$ cat src/rtl/gcd_operand_queue_if.sv
// Producer/core handshake bundle for gcd_operand_queue.
// Carries the optional `level` signal when GCD_OPQ_LEVEL_EN is defined.
interface gcd_operand_queue_if #(
  parameter int width = 8,
  parameter int DEPTH = 4
);
  localparam int ADDR_W = $clog2(DEPTH);

  logic             flush;
  logic             in_valid;
  logic             in_ready;
  logic [width-1:0] in_A;
  logic [width-1:0] in_B;
  logic [width-1:0] operand_A;
  logic [width-1:0] operand_B;
  logic             input_ready;
  logic             input_available;
  logic [15:0]      issue_cnt;
`ifdef GCD_OPQ_LEVEL_EN
  logic [ADDR_W:0]  level;
`endif

  modport master (
    output flush, in_valid, in_A, in_B, input_available,
    input  in_ready, operand_A, operand_B, input_ready, issue_cnt
`ifdef GCD_OPQ_LEVEL_EN
    , input level
`endif
  );

  modport slave (
    input  flush, in_valid, in_A, in_B, input_available,
    output in_ready, operand_A, operand_B, input_ready, issue_cnt
`ifdef GCD_OPQ_LEVEL_EN
    , output level
`endif
  );
endinterface

$ cat src/rtl/gcd_operand_queue.sv
// Operand-pair FIFO feeding the GCD core, with a wrapping issue counter.
// Define GCD_OPQ_LEVEL_EN to expose the occupancy as bus.level.
module gcd_operand_queue #(
  parameter int width = 8,
  parameter int DEPTH = 4
) (
  input  logic                 sys_clk,
  input  logic                 sys_rst_n,
  gcd_operand_queue_if.slave   bus
);
  localparam int              ADDR_W   = $clog2(DEPTH);
  localparam logic [ADDR_W:0] OCC_FULL = (ADDR_W+1)'(DEPTH);

  logic [width-1:0]  mem_a_q [DEPTH];
  logic [width-1:0]  mem_b_q [DEPTH];
  logic [ADDR_W-1:0] wr_ptr_q, wr_ptr_d;
  logic [ADDR_W-1:0] rd_ptr_q, rd_ptr_d;
  logic [ADDR_W:0]   occ_q, occ_d;
  logic [15:0]       cnt_q, cnt_d;
  logic              full, empty, push, pop;

  assign full  = (occ_q == OCC_FULL);
  assign empty = (occ_q == '0);
  assign push  = bus.in_valid & ~full;
  assign pop   = ~empty & bus.input_available;

  always_comb begin
    wr_ptr_d = wr_ptr_q;
    rd_ptr_d = rd_ptr_q;
    occ_d    = occ_q;
    cnt_d    = cnt_q;
    if (bus.flush) begin
      // flush discards the in-flight transfer, so the counter is left alone
      wr_ptr_d = '0;
      rd_ptr_d = '0;
      occ_d    = '0;
    end else begin
      if (push) wr_ptr_d = wr_ptr_q + ADDR_W'(1);
      if (pop) begin
        rd_ptr_d = rd_ptr_q + ADDR_W'(1);
        cnt_d    = cnt_q + 16'd1;
      end
      case ({push, pop})
        2'b10:   occ_d = occ_q + (ADDR_W+1)'(1);
        2'b01:   occ_d = occ_q - (ADDR_W+1)'(1);
        default: occ_d = occ_q;
      endcase
    end
  end

  always_ff @(posedge sys_clk or negedge sys_rst_n) begin
    if (!sys_rst_n) begin
      wr_ptr_q <= '0;
      rd_ptr_q <= '0;
      occ_q    <= '0;
      cnt_q    <= '0;
    end else begin
      wr_ptr_q <= wr_ptr_d;
      rd_ptr_q <= rd_ptr_d;
      occ_q    <= occ_d;
      cnt_q    <= cnt_d;
    end
  end

  always_ff @(posedge sys_clk or negedge sys_rst_n) begin
    if (!sys_rst_n) begin
      for (int unsigned i = 0; i < DEPTH; i++) begin
        mem_a_q[i] <= '0;
        mem_b_q[i] <= '0;
      end
    end else if (push && !bus.flush) begin
      mem_a_q[wr_ptr_q] <= bus.in_A;
      mem_b_q[wr_ptr_q] <= bus.in_B;
    end
  end

  assign bus.in_ready    = ~full;
  assign bus.input_ready = ~empty;
  assign bus.operand_A   = mem_a_q[rd_ptr_q];
  assign bus.operand_B   = mem_b_q[rd_ptr_q];
  assign bus.issue_cnt   = cnt_q;
`ifdef GCD_OPQ_LEVEL_EN
  assign bus.level       = occ_q;
`endif

endmodule

$ cat src/flat_wrapper.sv
// flat-port wrapper written by rule: the top's interface ports become plain ports
module gcd_operand_queue_flat 
#(
  parameter int width = 8,
  parameter int DEPTH = 4
)
  (sys_clk, sys_rst_n, bus_flush, bus_in_valid, bus_in_A, bus_in_B, bus_input_available, bus_in_ready, bus_operand_A, bus_operand_B, bus_input_ready, bus_issue_cnt);
  gcd_operand_queue_if #(.width(width), .DEPTH(DEPTH)) bus_i ();
  input  logic sys_clk;
  input  logic sys_rst_n;
  input wire logic [$bits(bus_i.flush)-1:0] bus_flush;
  input wire logic [$bits(bus_i.in_valid)-1:0] bus_in_valid;
  input wire logic [$bits(bus_i.in_A)-1:0] bus_in_A;
  input wire logic [$bits(bus_i.in_B)-1:0] bus_in_B;
  input wire logic [$bits(bus_i.input_available)-1:0] bus_input_available;
  output wire logic [$bits(bus_i.in_ready)-1:0] bus_in_ready;
  output wire logic [$bits(bus_i.operand_A)-1:0] bus_operand_A;
  output wire logic [$bits(bus_i.operand_B)-1:0] bus_operand_B;
  output wire logic [$bits(bus_i.input_ready)-1:0] bus_input_ready;
  output wire logic [$bits(bus_i.issue_cnt)-1:0] bus_issue_cnt;
  assign bus_i.flush = bus_flush;
  assign bus_i.in_valid = bus_in_valid;
  assign bus_i.in_A = bus_in_A;
  assign bus_i.in_B = bus_in_B;
  assign bus_i.input_available = bus_input_available;
  assign bus_in_ready = bus_i.in_ready;
  assign bus_operand_A = bus_i.operand_A;
  assign bus_operand_B = bus_i.operand_B;
  assign bus_input_ready = bus_i.input_ready;
  assign bus_issue_cnt = bus_i.issue_cnt;
  gcd_operand_queue #(.width(width), .DEPTH(DEPTH)) u_core (.sys_clk(sys_clk), .sys_rst_n(sys_rst_n), .bus(bus_i));
endmodule
$ cat config.mk
export PLATFORM = sky130hd
export DESIGN_NAME = gcd_operand_queue_flat
export DESIGN_NICKNAME = d
export VERILOG_FILES = /design/src/rtl/gcd_operand_queue_if.sv /design/src/rtl/gcd_operand_queue.sv /design/src/flat_wrapper.sv
export SDC_FILE = /design/constraint.sdc
export NUM_CORES = 1
export LEC_CHECK = 0
export ABC_AREA = 1
export BUFFER_PORTS_ARGS = -buffer_cell sky130_fd_sc_hd__buf_2
export CAP_MARGIN = 5
export CORE_MARGIN = 2
export CORE_UTILIZATION = 31
export CTS_BUF_LIST = sky130_fd_sc_hd__clkbuf_8 sky130_fd_sc_hd__clkbuf_16
export DETAILED_ROUTE_END_ITERATION = 8
export HOLD_SLACK_MARGIN = 0.15
export SLEW_MARGIN = 20
export SYNTH_ARGS = -nofsm -noshare
export SYNTH_HDL_FRONTEND = slang
export SYNTH_SLANG_ARGS = --single-unit
$ cat constraint.sdc
create_clock -name sys_clk -period 2.5 [get_ports sys_clk]
set_input_delay 0.25 -clock sys_clk [delete_from_list [all_inputs] [get_ports sys_clk]]
set_output_delay 0.25 -clock sys_clk [all_outputs]
set_load 0.01 [all_outputs]
# ---- Yosys cells after proc, flatten, opt, wreduce, memory -nomap -nowiden
# Index checks and enable logic that the tools add are counted.
dict set report op_classes {
  order_cmp 3
  multipliers 0
  eq_ne 3
  n_mux 16
  div_mod_pow 0
  n_reduce_logical 8
  shift 0
  bitwise_logic 7
  add_sub_neg 5
}
# operator count
set ops {}
lappend ops {{32-bit bitwise mux} 2}
lappend ops {{8-bit two-way mux} 5}
lappend ops {{8-bit binary-select mux with 2-bit select} 2}
lappend ops {{16-bit by 1-bit adder with 16-bit output (second input constant)} 1}
lappend ops {{8-bit demux with 2-bit select} 1}
lappend ops {{2-bit two-way mux} 4}
lappend ops {{3-bit >= comparator (second input constant)} 2}
lappend ops {{2-bit NOT with 3-bit output} 2}
lappend ops {{3-bit case mux with 2 select lines} 1}
lappend ops {{2-bit by 1-bit adder with 2-bit output (second input constant)} 2}
lappend ops {{2-bit nonzero test} 2}
lappend ops {{3-bit by 1-bit adder with 3-bit output (second input constant)} 1}
lappend ops {{3-bit == test (second input constant)} 1}
lappend ops {{3-bit logical NOT} 1}
lappend ops {{3-bit by 1-bit < comparator with 1-bit output (second input constant)} 1}
lappend ops {{3-bit two-way mux} 1}
lappend ops {{1-bit NOT} 3}
lappend ops {{3-bit nonzero test} 1}
lappend ops {{3-bit by 1-bit subtractor with 3-bit output (second input constant)} 1}
lappend ops {{1-bit bitwise AND} 2}
lappend ops {{2-bit by 1-bit == test with 1-bit output (second input constant)} 1}
lappend ops {{2-bit == test (second input constant)} 1}
lappend ops {{1-bit logical AND} 2}
lappend ops {{2-bit AND reduction} 1}
lappend ops {{1-bit logical NOT} 1}
dict set report totals {
  ram_bits 0
  input_bits 21
  romBits 0
  latchBits 0
  out_inout_bits 34
  n_memories 0
  reg_bits 87
  wordCells 54
}

# ---- Depth between registers and ports, before layout
# Gate-level depths: netlist (run 1).
dict set report depth {
  depth_word 6
  ltp_mapped 12
  depth_no_buf 12
}

# ---- Worst setup path after synthesis (run 1)
# OpenSTA, ideal clock, no wires.
dict set report synth_timing {
  path_type {register to register}
  start {reg u_core.occ_q[0]}
  end {reg u_core.occ_q[2]}
  arrival_ps 1608
  setup_slack_ps 775
  stages_incl_launch_ff 13
  synth_period_minus_slack_ps 1725
  path_buffers 0
  path_cell_list {dfrtp_1 -> nor2_2 -> nand2_2 -> nand2_4 -> nand2_1 -> inv_1 -> fa_1 -> xnor2_1 -> inv_1 -> nand2_1 -> nand2_1 -> nand3_1 -> nand2_1}
}
dict set report synth_via {
  elab_chain_len 6
}
# element line_no
set synth_rtl {}
lappend synth_rtl {{start: declaration} gcd_operand_queue.sv:18} ;# logic [ADDR_W:0] occ_q, occ_d;
lappend synth_rtl {{start signal: assignment} gcd_operand_queue.sv:55} ;# occ_q <= '0;
lappend synth_rtl {{start signal: assignment} gcd_operand_queue.sv:60} ;# occ_q <= occ_d;
lappend synth_rtl {{3-bit == test *} gcd_operand_queue.sv:22} ;# assign full = (occ_q == OCC_FULL);
lappend synth_rtl {{1-bit NOT *} --}
lappend synth_rtl {{net bus_in_ready} flat_wrapper.sv:16} ;# output wire logic [$bits(bus_i.in_ready)-1:0] bus_in_ready;
lappend synth_rtl {{1-bit bitwise AND *} gcd_operand_queue.sv:24} ;# assign push = bus.in_valid & ~full;
lappend synth_rtl {{2-bit by 1-bit == test with 1-bit output or 2-bit == test (tied branches)} gcd_operand_queue.sv:43} ;# case ({push, pop})
lappend synth_rtl {{3-bit case mux with 2 select lines} gcd_operand_queue.sv:43}
lappend synth_rtl {{3-bit two-way mux} gcd_operand_queue.sv:32} ;# if (bus.flush) begin
# The timed path passes the listed nets; every way through them passes the cells marked *.
# A chain may end at the register's enable or synchronous reset.

# ---- Worst setup path in the final report (run 1)
dict set report layout_timing {
  start {reg u_core.occ_q[0]}
  end {reg u_core.occ_q[2]}
}
dict set report layout_via {
  elab_chain_len 6
}
# element line_no
set layout_rtl {}
lappend layout_rtl {{3-bit == test or 3-bit logical NOT (tied branches)} {gcd_operand_queue.sv:22, gcd_operand_queue.sv:23}}
lappend layout_rtl {{1-bit NOT (on tied branches)} {gcd_operand_queue.sv:24, gcd_operand_queue.sv:25}}
lappend layout_rtl {{1-bit bitwise AND (on tied branches)} {gcd_operand_queue.sv:24, gcd_operand_queue.sv:25}}
lappend layout_rtl {{2-bit by 1-bit == test with 1-bit output or 2-bit == test (tied branches)} gcd_operand_queue.sv:43}
lappend layout_rtl {{3-bit case mux with 2 select lines} gcd_operand_queue.sv:43}
lappend layout_rtl {{3-bit two-way mux} gcd_operand_queue.sv:32}
# Parallel ways exist; a longest one is shown, timed or not.

==> results of run 1 <==
[metal layers]
| layer | GRT usage | part of all wire | vias up |
|---|---|---|---|
| li1 | - | - | 1708 |
| met1 | 0.184 | 0.47 | 1640 |
| met2 | 0.226 | 0.47 | 76 |
| met3 | 0.0348 | 0.045 | 14 |
| met4 | 0.0669 | 0.018 | 0 |
| met5 | 0 | 0 | - |
[worst register-to-register path, cell delays in order, from the launching register on]
cell	delay, ps
dfrtp_1	430
nor2_2	210
a21oi_2	100
nand2_1	120
inv_1	60
fa_1	380
xnor2_1	230
inv_1	90
nand2_1	80
nand2_1	60
nand3_1	70
nand2_1	50
[where the power goes]
group	internal, uW	switching [uW]
registers	1920	326
clock network	968	541
logic	664	997
total	3550	1860
[kinds of logic (layout without fill, tap and decap cells)]
family,after synthesis,in the layout
DFF,87,87
adders and majority gates,6,6
and+or+nand+nor,208,208
buffers and inverters,63,115
xor gates and xnor gates,9,9
AOI/OAI and AO/OA,124,124
[worst min path at each step]
| stage | start | end | slack, ps | cells after the start |
|---|---|---|---|---|
| after floorplan | sys_rst_n | u_core.bus.issue_cnt[0] | -50 | 0 |
| after global placement | sys_rst_n | u_core.mem_b_q[0] | 330 | 1 |
| after detailed placement | sys_rst_n | u_core.mem_b_q[8] | 340 | 1 |
| after CTS | bus_in_A[4] | u_core.mem_a_q[20] | 200 | 3 |
| after global routing | bus_in_A[4] | u_core.mem_a_q[28] | 210 | 3 |
| final | bus_in_A[7] | u_core.mem_a_q[7] | 210 | 3 |
[sequential cells by signal (all words and copies together), names as in the netlist]
name / count
u_core.mem_b_q: 32
u_core.mem_a_q: 32
u_core.occ_q: 3
u_core.wr_ptr_q: 2
u_core.rd_ptr_q: 2
u_core.bus.issue_cnt: 16
[area by class of cell]
class	count	area [um^2]	area share
flip-flops and latches	87	2180	0.441
repair buffers	60	333	0.0674
well taps	176	220	0.0446
inverters	40	150	0.0304
clock inverters	6	110	0.0223
multi-input cells	347	1720	0.349
clock buffers	9	225	0.0456
[stage by stage]
stage | hold slack [ps] | instance area [um^2] | util | power [uW]
after floorplan | -45.6 | 4240 | - | 3370
after global placement | 331 | 4590 | 0.346 | 3870
after detailed placement | 338 | 4590 | 0.346 | 3950
after CTS | 199 | 4940 | 0.372 | 5490
after global routing | 212 | 4940 | 0.372 | 5820
final | 208 | 4940 | 0.372 | 5420
[placed cells by master (no fill, tap or decap), types with 3 or more instances in the layout]
| cell | instances |
|---|---|
| nand2_4 | 5 |
| clkbuf_16 | 9 |
| nand2_1 | 125 |
| o21ai_0 | 42 |
| ha_1 | 5 |
| inv_1 | 40 |
| nand2_2 | 3 |
| xor2_1 | 5 |
| buf_4 | 5 |
| nand4_1 | 3 |
| dfrtp_1 | 87 |
| o21ai_2 | 8 |
| bufinv_16 | 3 |
| nor2_1 | 55 |
| buf_2 | 53 |
| xnor2_1 | 4 |
| o21ai_1 | 56 |
| nand3_1 | 11 |
| o22ai_1 | 16 |
==> run_results.csv, run 1 <==
group,metric,value,unit
outcome,status,"completed",
floorplanning,die_h,121,um
final_layout,area_growth,16.6,%
worst_setup_path,r2r_cells,11,
routing,totalWireLength,9.77,mm
routing,avgViaCountPerCell,4.74,
floorplanning,start_util,0.319,
routing,drcViolationCount,0,
worst_setup_path,crit_arrival,2210,ps
floorplanning,dieArea,14600,um^2
final_layout,nFillCells,1378,
global_routing,grt_pass1_vias,3419,
synthesis,synthMuxAreaShare,0,
global_routing,grt-ovfl-total,0,
synthesis,synth.ff_latch_count,87,
worst_setup_path,cp.depth,11,
sta,final_max_slew_viol_count,0,
worst_setup_path,slowest_stage,"dfrtp_1",
synthesis,syn-num-nets,524,
routing,firstDrtPassIters,5,
worst_setup_path,cp_max_fo,4,
floorplanning,io-pin-count,55,
synthesis,yosys_warnings,0,
clock_network,clock_sinks,87,
place,dp.cells,709,
synthesis,synthXorXnorAreaFrac,0.0186,
sta,setup_viol,0,
sta,rsz0062_at_grt,"false",
synthesis,yosysTopAreaCellShare,0.514,
routing,vias,3438,
sta,final_hold_viol_count,0,
synthesis,synth_commonest_cells,"nand2_1, dfrtp_1, o21ai_1, nor2_1, o21ai_0",
synthesis,synth_most_common_cell,"nand2_1",
routing,wire_per_inst,13.5,um
clock_network,htree_num_levels,3,
worst_setup_path,crit_chain,"nor2_2 -> a21oi_2 -> nand2_1 -> inv_1 -> fa_1 -> xnor2_1 -> inv_1 -> nand2_1 -> nand2_1 -> nand3_1 -> nand2_1",
power_and_ir_drop,powerDensity,1100,nW/um^2
worst_setup_path,max_stage_delay,430,ps
sta,max_freq,505,MHz
worst_setup_path,startpoint_type,"flop",
sta,finalCritPeriodShare,0.792,
place,place.gp.congestion,0.780,
routing,drt_iter0_drc,221,
power_and_ir_drop,p_leak,0.00249,uW
final_layout,fin_cells,725,
floorplanning,core_area,13300,um^2
place,hpwl,6.35,mm
hold_path,hold_class,"input pin to flop",
synthesis,synth_top_family_by_area,"simple AND/OR/NAND/NOR gates",
power_and_ir_drop,peakVddDrop,419,uV
flow_run,maxCapViolCount,0,
synthesis,synth_compound_area_frac,0.159,
final_layout,layout.nets,572,
global_routing,grt_pass1_wl,16.3,mm
routing,drtAntennaViolNets,0,
worst_setup_path,r2r_slack,520,ps
sta,fin_setup_tns,0,ps
synthesis,yosysUniqueCellTypes,26,
sta,relSlewSlack,0.555,
clock_network,cts_hold_buf,1,
worst_setup_path,regToRegStartpoint,"u_core.occ_q[0]",
worst_setup_path,endpoint,"u_core.occ_q[2]",
clock_network,cts_buffers,9,
synthesis,synth_fa_ha_area_frac,0.0195,
place,pre_cts_ws,534,ps
synthesis,syn_avg_cell_area,8.53,um^2
worst_setup_path,end_kind,"flop",
synthesis,synth_area,4240,um^2
clock_network,cts_tree,"done",
synthesis,synth.largest_area_cell,"dfrtp_1",
synthesis,ys.flop_type,"dfrtp_1",
global_routing,grt_max_degree,51,
floorplanning,die_w,121,um
clock_network,cts-resized-gates,0,
floorplanning,core.rowCount,42,
synthesis,synthArstFlopShare,1.00,
synthesis,synth_edf_count,0,
sta,period_minus_slack,1980,ps
clock_network,post-cts-setup-buffer-count,0,
sta,tightest_slew,668,ps
final_layout,drive_above_1_share,0.175,
clock_network,clock_latency,340,ps
global_routing,grt_antenna_before_repair,0,
clock_network,clk_path_buf_depth,2,
global_routing,grtUsageTotal,0.143,
synthesis,synthCells,497,
final_layout,diodes,0,
sta,setup_ws,521,ps
worst_setup_path,critical-path-top-delay-family,"simple AND/OR/NAND/NOR gates",
synthesis,ys_seq_area_frac,0.514,
clock_network,cts-root-buf,"clkbuf_16",
sta,skew,5.33,ps
worst_setup_path,worst_path_most_repeated_cell,"nand2_1",
worst_setup_path,crit_start,"u_core.occ_q[0]",
place,port_buffers,54,
worst_setup_path,setup.worst_path.class,"flop to flop",
worst_setup_path,r2r_end,"u_core.occ_q[2]",
synthesis,synthSimpleGateAreaFrac,0.210,
worst_setup_path,critPathRequiredTime,2730,ps
synthesis,netlist_top_cells_area,"dfrtp_1, nand2_1, o21ai_1",
clock_network,clkTransAtPathRegs,60,ps
worst_setup_path,crit_buf_inv,2,
No activity file was read; power rests on OpenSTA's default activity.
==> inputs of run 2 (changes only) <==
clock period = 1.85 ns   (was 2.5 ns; I/O delays follow)
==> run_results.csv, run 2 (synthesis gave the netlist of run 1 again) <==
group,metric,value,unit
floorplanning,core_area,13300,um^2
power_and_ir_drop,peakVddDrop,508,uV
worst_setup_path,cp_max_fo,4,
sta,final_max_slew_viol_count,0,
final_layout,final_common_cell,"nand2_1",
power_and_ir_drop,powerDensity,1420,nW/um^2
sta,finalCritPeriodShare,0.949,
sta,hold_slack,161,ps
worst_setup_path,end_kind,"flop",
worst_setup_path,startpoint_type,"flop",
worst_setup_path,critPathRequiredTime,2090,ps
global_routing,grt_pass1_vias,3296,
flow_run,maxCapViolCount,0,
sta,tightest_slew,459,ps
routing,firstDrtPassIters,5,
floorplanning,io-pin-count,55,
sta,period_minus_slack,1760,ps
worst_setup_path,setup.worst_path.class,"flop to flop",
global_routing,grt_pass1_wl,16.0,mm
clock_network,clock_sinks,87,
place,pre_cts_ws,-4.79,ps
clock_network,clk_path_buf_depth,2,
place,port_buffers,54,
sta,max_freq,570,MHz
global_routing,grtUsageTotal,0.141,
global_routing,grt_max_degree,43,
routing,totalWireLength,9.85,mm
place,dp.cells,715,
sta,setup_viol,0,
hold_path,whs_path_depth,3,
clock_network,cts_tree,"done",
place,hpwl,6.45,mm
clock_network,cts-root-buf,"clkbuf_16",
clock_network,htree_num_levels,3,
global_routing,grt_antenna_before_repair,0,
final_layout,layout.nets,591,
clock_network,clkTransAtPathRegs,60,ps
sta,setup_ws,94.1,ps
hold_path,worstHoldEndpoint,"u_core.mem_a_q[21]",
sta,relSlewSlack,0.694,
final_layout,diodes,0,
clock_network,clock_latency,340,ps
place,place.gp.congestion,0.857,
routing,drcViolationCount,0,
routing,drt_iter0_drc,215,
floorplanning,die_h,121,um
floorplanning,core.rowCount,42,
worst_setup_path,r2r_slack,90,ps
power_and_ir_drop,p_leak,0.00257,uW
global_routing,grt-ovfl-total,0,
worst_setup_path,regToRegStartpoint,"u_core.occ_q[1]",
routing,wire_per_inst,13.2,um
sta,skew,4.05,ps
floorplanning,start_util,0.319,
worst_setup_path,r2r_end,"u_core.occ_q[2]",
sta,fin_setup_tns,0,ps
clock_network,cts_buffers,9,
floorplanning,dieArea,14600,um^2
worst_setup_path,crit_arrival,1990,ps
final_layout,fin_cells,745,
final_layout,area_growth,21.2,%
sta,final_hold_viol_count,0,
hold_path,min_from,"bus_in_A[5]",
routing,avgViaCountPerCell,4.71,
final_layout,drive_above_1_share,0.195,
hold_path,hold_class,"input pin to flop",
worst_setup_path,r2r_cells,11,
floorplanning,die_w,121,um
power_and_ir_drop,finalPower,7300,uW
outcome,status,"completed",
routing,vias,3506,
routing,drtAntennaViolNets,0,
final_layout,layout_common_cells,"nand2_1, dfrtp_1, o21ai_1",
-- run 2: worst max-delay path by stage --
stage	to	slack, ps	start
2_1_floorplan	u_core.occ_q[2]	120	u_core.occ_q[0]
3_3_place_gp	u_core.occ_q[2]	90	u_core.occ_q[1]
3_5_place_dp	u_core.occ_q[2]	-5	u_core.occ_q[1]
4_1_cts	u_core.occ_q[2]	30	u_core.occ_q[1]
5_1_grt	u_core.occ_q[2]	-0.9	u_core.occ_q[1]
6_report	u_core.occ_q[2]	90	u_core.occ_q[1]
-- run 2: worst max-delay path: stages, from the launching register on --
cell and delay, ps:
dfrtp_2 430, nor2_4 140, a21oi_2 90, nand2_1 110, inv_1 60, fa_2 360
xnor2_2 160, inv_1 60, nand2_1 60, nand2_1 50, nand3_1 60, nand2_1 50
-- run 2: stage by stage --
step | area, um^2 | util
5_1_grt | 5140 | 0.386
2_1_floorplan | 4240 | -
3_5_place_dp | 4650 | 0.350
3_3_place_gp | 4650 | 0.350
6_report | 5140 | 0.386
4_1_cts | 5090 | 0.383
-- run 2: report_power, final --
group	internal, uW	switching (uW)	leakage [uW]
registers	2600	447	0.00112
clock network	1090	769	0.000141
logic	1020	1380	0.00131
-- run 2: per-layer routing --
metal,global-route usage,wire (um),vias to the layer above
met5,0,0,-
met3,0.0446,579,6
met1,0.175,4430,1669
met4,0.0414,75,0
li1,-,-,1750
met2,0.235,4770,81
-- run 2: timing repair --
| action | CTS | global route |
|---|---|---|
| gates cloned | 0 | 1 |
| buffers inserted | 0 | 1 |
| resized for setup | 1 | 7 |
| pin swaps | 0 | 4 |
| hold buffers | 12 | 0 |
| endpoints found under the setup margin | 1 | 2 |
| hold endpoints to repair | 49 | 0 |
-- run 2: final cells by class --
class / count / area, um^2
inverters: 40 / 150
well taps: 176 / 220
flip-flops and latches: 87 / 2180
fillers: 1364 / 8160
clock inverters: 6 / 70.1
repair buffers: 79 / 537
multi-input cells: 347 / 1740
clock buffers: 10 / 239
==> inputs of run 3 (changes only) <==
ABC_CLOCK_PERIOD_IN_PS = 1850   (was not set)
CAP_MARGIN = 25   (was 5)
CORE_MARGIN = not set   (was 2)
==> run_results.csv, run 3 (synthesis gave the netlist of run 1 again) <==
group,metric,value,unit
hold_path,worstHoldEndpoint,"u_core.mem_a_q[27]",
final_layout,fin_util,0.379,
worst_setup_path,startpoint_type,"flop",
routing,drcViolationCount,0,
final_layout,multi_input_area,1750,um^2
sta,setup_viol,0,
power_and_ir_drop,p_leak,0.00254,uW
place,port_buffers,54,
clock_network,clock_latency,340,ps
worst_setup_path,end_kind,"flop",
global_routing,grt_pass1_wl,16.1,mm
clock_network,clock_sinks,87,
global_routing,grt_max_degree,40,
global_routing,grt_pass1_vias,3278,
floorplanning,dieArea,14100,um^2
final_layout,area_growth,19.0,%
floorplanning,die_h,119,um
routing,vias,3412,
power_and_ir_drop,peakVddDrop,626,uV
place,dp.cells,714,
worst_setup_path,crit_buf_inv,2,
final_layout,fin_cells,735,
worst_setup_path,cp_max_fo,4,
final_layout,layout_common_cells,"nand2_1, dfrtp_1, o21ai_1",
clock_network,cts-root-buf,"clkbuf_16",
sta,tightest_slew,384,ps
clock_network,cts_tree,"done",
worst_setup_path,critical-path-top-delay-family,"simple AND/OR/NAND/NOR gates",
power_and_ir_drop,powerDensity,1430,nW/um^2
hold_path,hold_class,"input pin to flop",
routing,firstDrtPassIters,4,
global_routing,grtUsageTotal,0.144,
worst_setup_path,slowest_stage,"dfrtp_2",
sta,final_hold_viol_count,0,
sta,setup_ws,103,ps
final_layout,diodes,0,
floorplanning,io-pin-count,55,
routing,wire_per_inst,13.1,um
place,place.gp.congestion,0.952,
floorplanning,core_area,13300,um^2
clock_network,clk_path_buf_depth,2,
sta,max_freq,572,MHz
worst_setup_path,r2r_cells,11,
sta,finalCritPeriodShare,0.944,
worst_setup_path,r2r_end,"u_core.occ_q[2]",
clock_network,htree_num_levels,3,
worst_setup_path,setup.worst_path.class,"flop to flop",
worst_setup_path,crit_chain,"nor2_4 -> a21oi_4 -> nand2_2 -> inv_2 -> fa_2 -> xnor2_2 -> inv_1 -> nand2_1 -> nand2_1 -> nand3_2 -> nand2_1",
hold_path,whs_path_depth,3,
global_routing,grt-ovfl-total,0,
clock_network,cts_buffers,9,
routing,totalWireLength,9.65,mm
final_layout,seqCellArea,2180,um^2
outcome,status,"completed",
sta,period_minus_slack,1750,ps
sta,final_max_slew_viol_count,0,
floorplanning,core.rowCount,42,
clock_network,clkTransAtPathRegs,70,ps
final_layout,drive_above_1_share,0.197,
sta,relSlewSlack,0.744,
place,pre_cts_ws,9.37,ps
worst_setup_path,worst_path_most_repeated_cell,"nand2_1",
final_layout,final_common_cell,"nand2_1",
global_routing,grt_antenna_before_repair,0,
worst_setup_path,regToRegStartpoint,"u_core.occ_q[1]",
sta,skew,7.95,ps
routing,drt_iter0_drc,238,
sta,fin_setup_tns,0,ps
floorplanning,die_w,119,um
worst_setup_path,crit_arrival,1970,ps
final_layout,nFillCells,1365,
hold_path,min_from,"bus_in_A[3]",
flow_run,maxCapViolCount,0,
routing,avgViaCountPerCell,4.64,
final_layout,layout.nets,582,
worst_setup_path,r2r_slack,100,ps
routing,drtAntennaViolNets,0,
worst_setup_path,critPathRequiredTime,2070,ps
floorplanning,start_util,0.319,
place,hpwl,6.28,mm
worst_setup_path,max_stage_delay,440,ps
-- run 3: worst max-delay path by stage --
stage,to,slack [ps],from,cells past startpoint
after floorplan,u_core.occ_q[2],120,u_core.occ_q[0],12
after global placement,u_core.occ_q[2],100,u_core.occ_q[1],11
after detailed placement,u_core.occ_q[2],9,u_core.occ_q[1],11
after CTS,u_core.occ_q[2],2,u_core.occ_q[1],11
after global routing,u_core.occ_q[2],-20,u_core.occ_q[1],11
final,u_core.occ_q[2],100,u_core.occ_q[1],11
-- run 3: cell type report --
class	count	share of cell area
Inverter	40	0.0298
Multi-Input combinational cell	347	0.348
Sequential cell	87	0.432
Timing Repair Buffer	70	0.0891
Clock buffer	9	0.0447
Clock inverter	6	0.0127
Tap cell	176	0.0437
-- run 3: metrics by stage --
stage | area (um^2) | total power [uW] | hold WS, ps
after floorplan | 4240 | 4550 | -111
after global placement | 4640 | 5290 | 136
after detailed placement | 4640 | 5380 | 136
after CTS | 4970 | 7180 | 151
after global routing | 5040 | 7730 | 167
final | 5040 | 7200 | 153
-- run 3: metal layers --
| metal | up-vias | global-route usage | share of wire |
|---|---|---|---|
| met5 | - | 0 | 0 |
| met1 | 1623 | 0.193 | 0.48 |
| li1 | 1726 | - | - |
| met3 | 8 | 0.0330 | 0.036 |
| met2 | 55 | 0.229 | 0.47 |
| met4 | 0 | 0.0475 | 0.012 |
-- run 3: power breakdown --
| part | switching [uW] | total, uW | internal [uW] |
|---|---|---|---|
| combinational | 1370 | 2380 | 1010 |
| clock | 738 | 1770 | 1040 |
| sequential | 448 | 3040 | 2600 |
| total | 2560 | 7200 | 4640 |
-- run 3: timing repair --
action / 4_1_cts / 5_1_grt
gates resized for setup: 0 / 11
setup endpoints to repair: 0 / 3
buffers inserted: 0 / 1
hold buffers: 4 / 0
endpoints found under the hold margin: 68 / 0
-- run 3: tightest hold or removal path: stages --
cell and delay [ps]:
buf_2 70, inv_1 70, o21ai_1 130
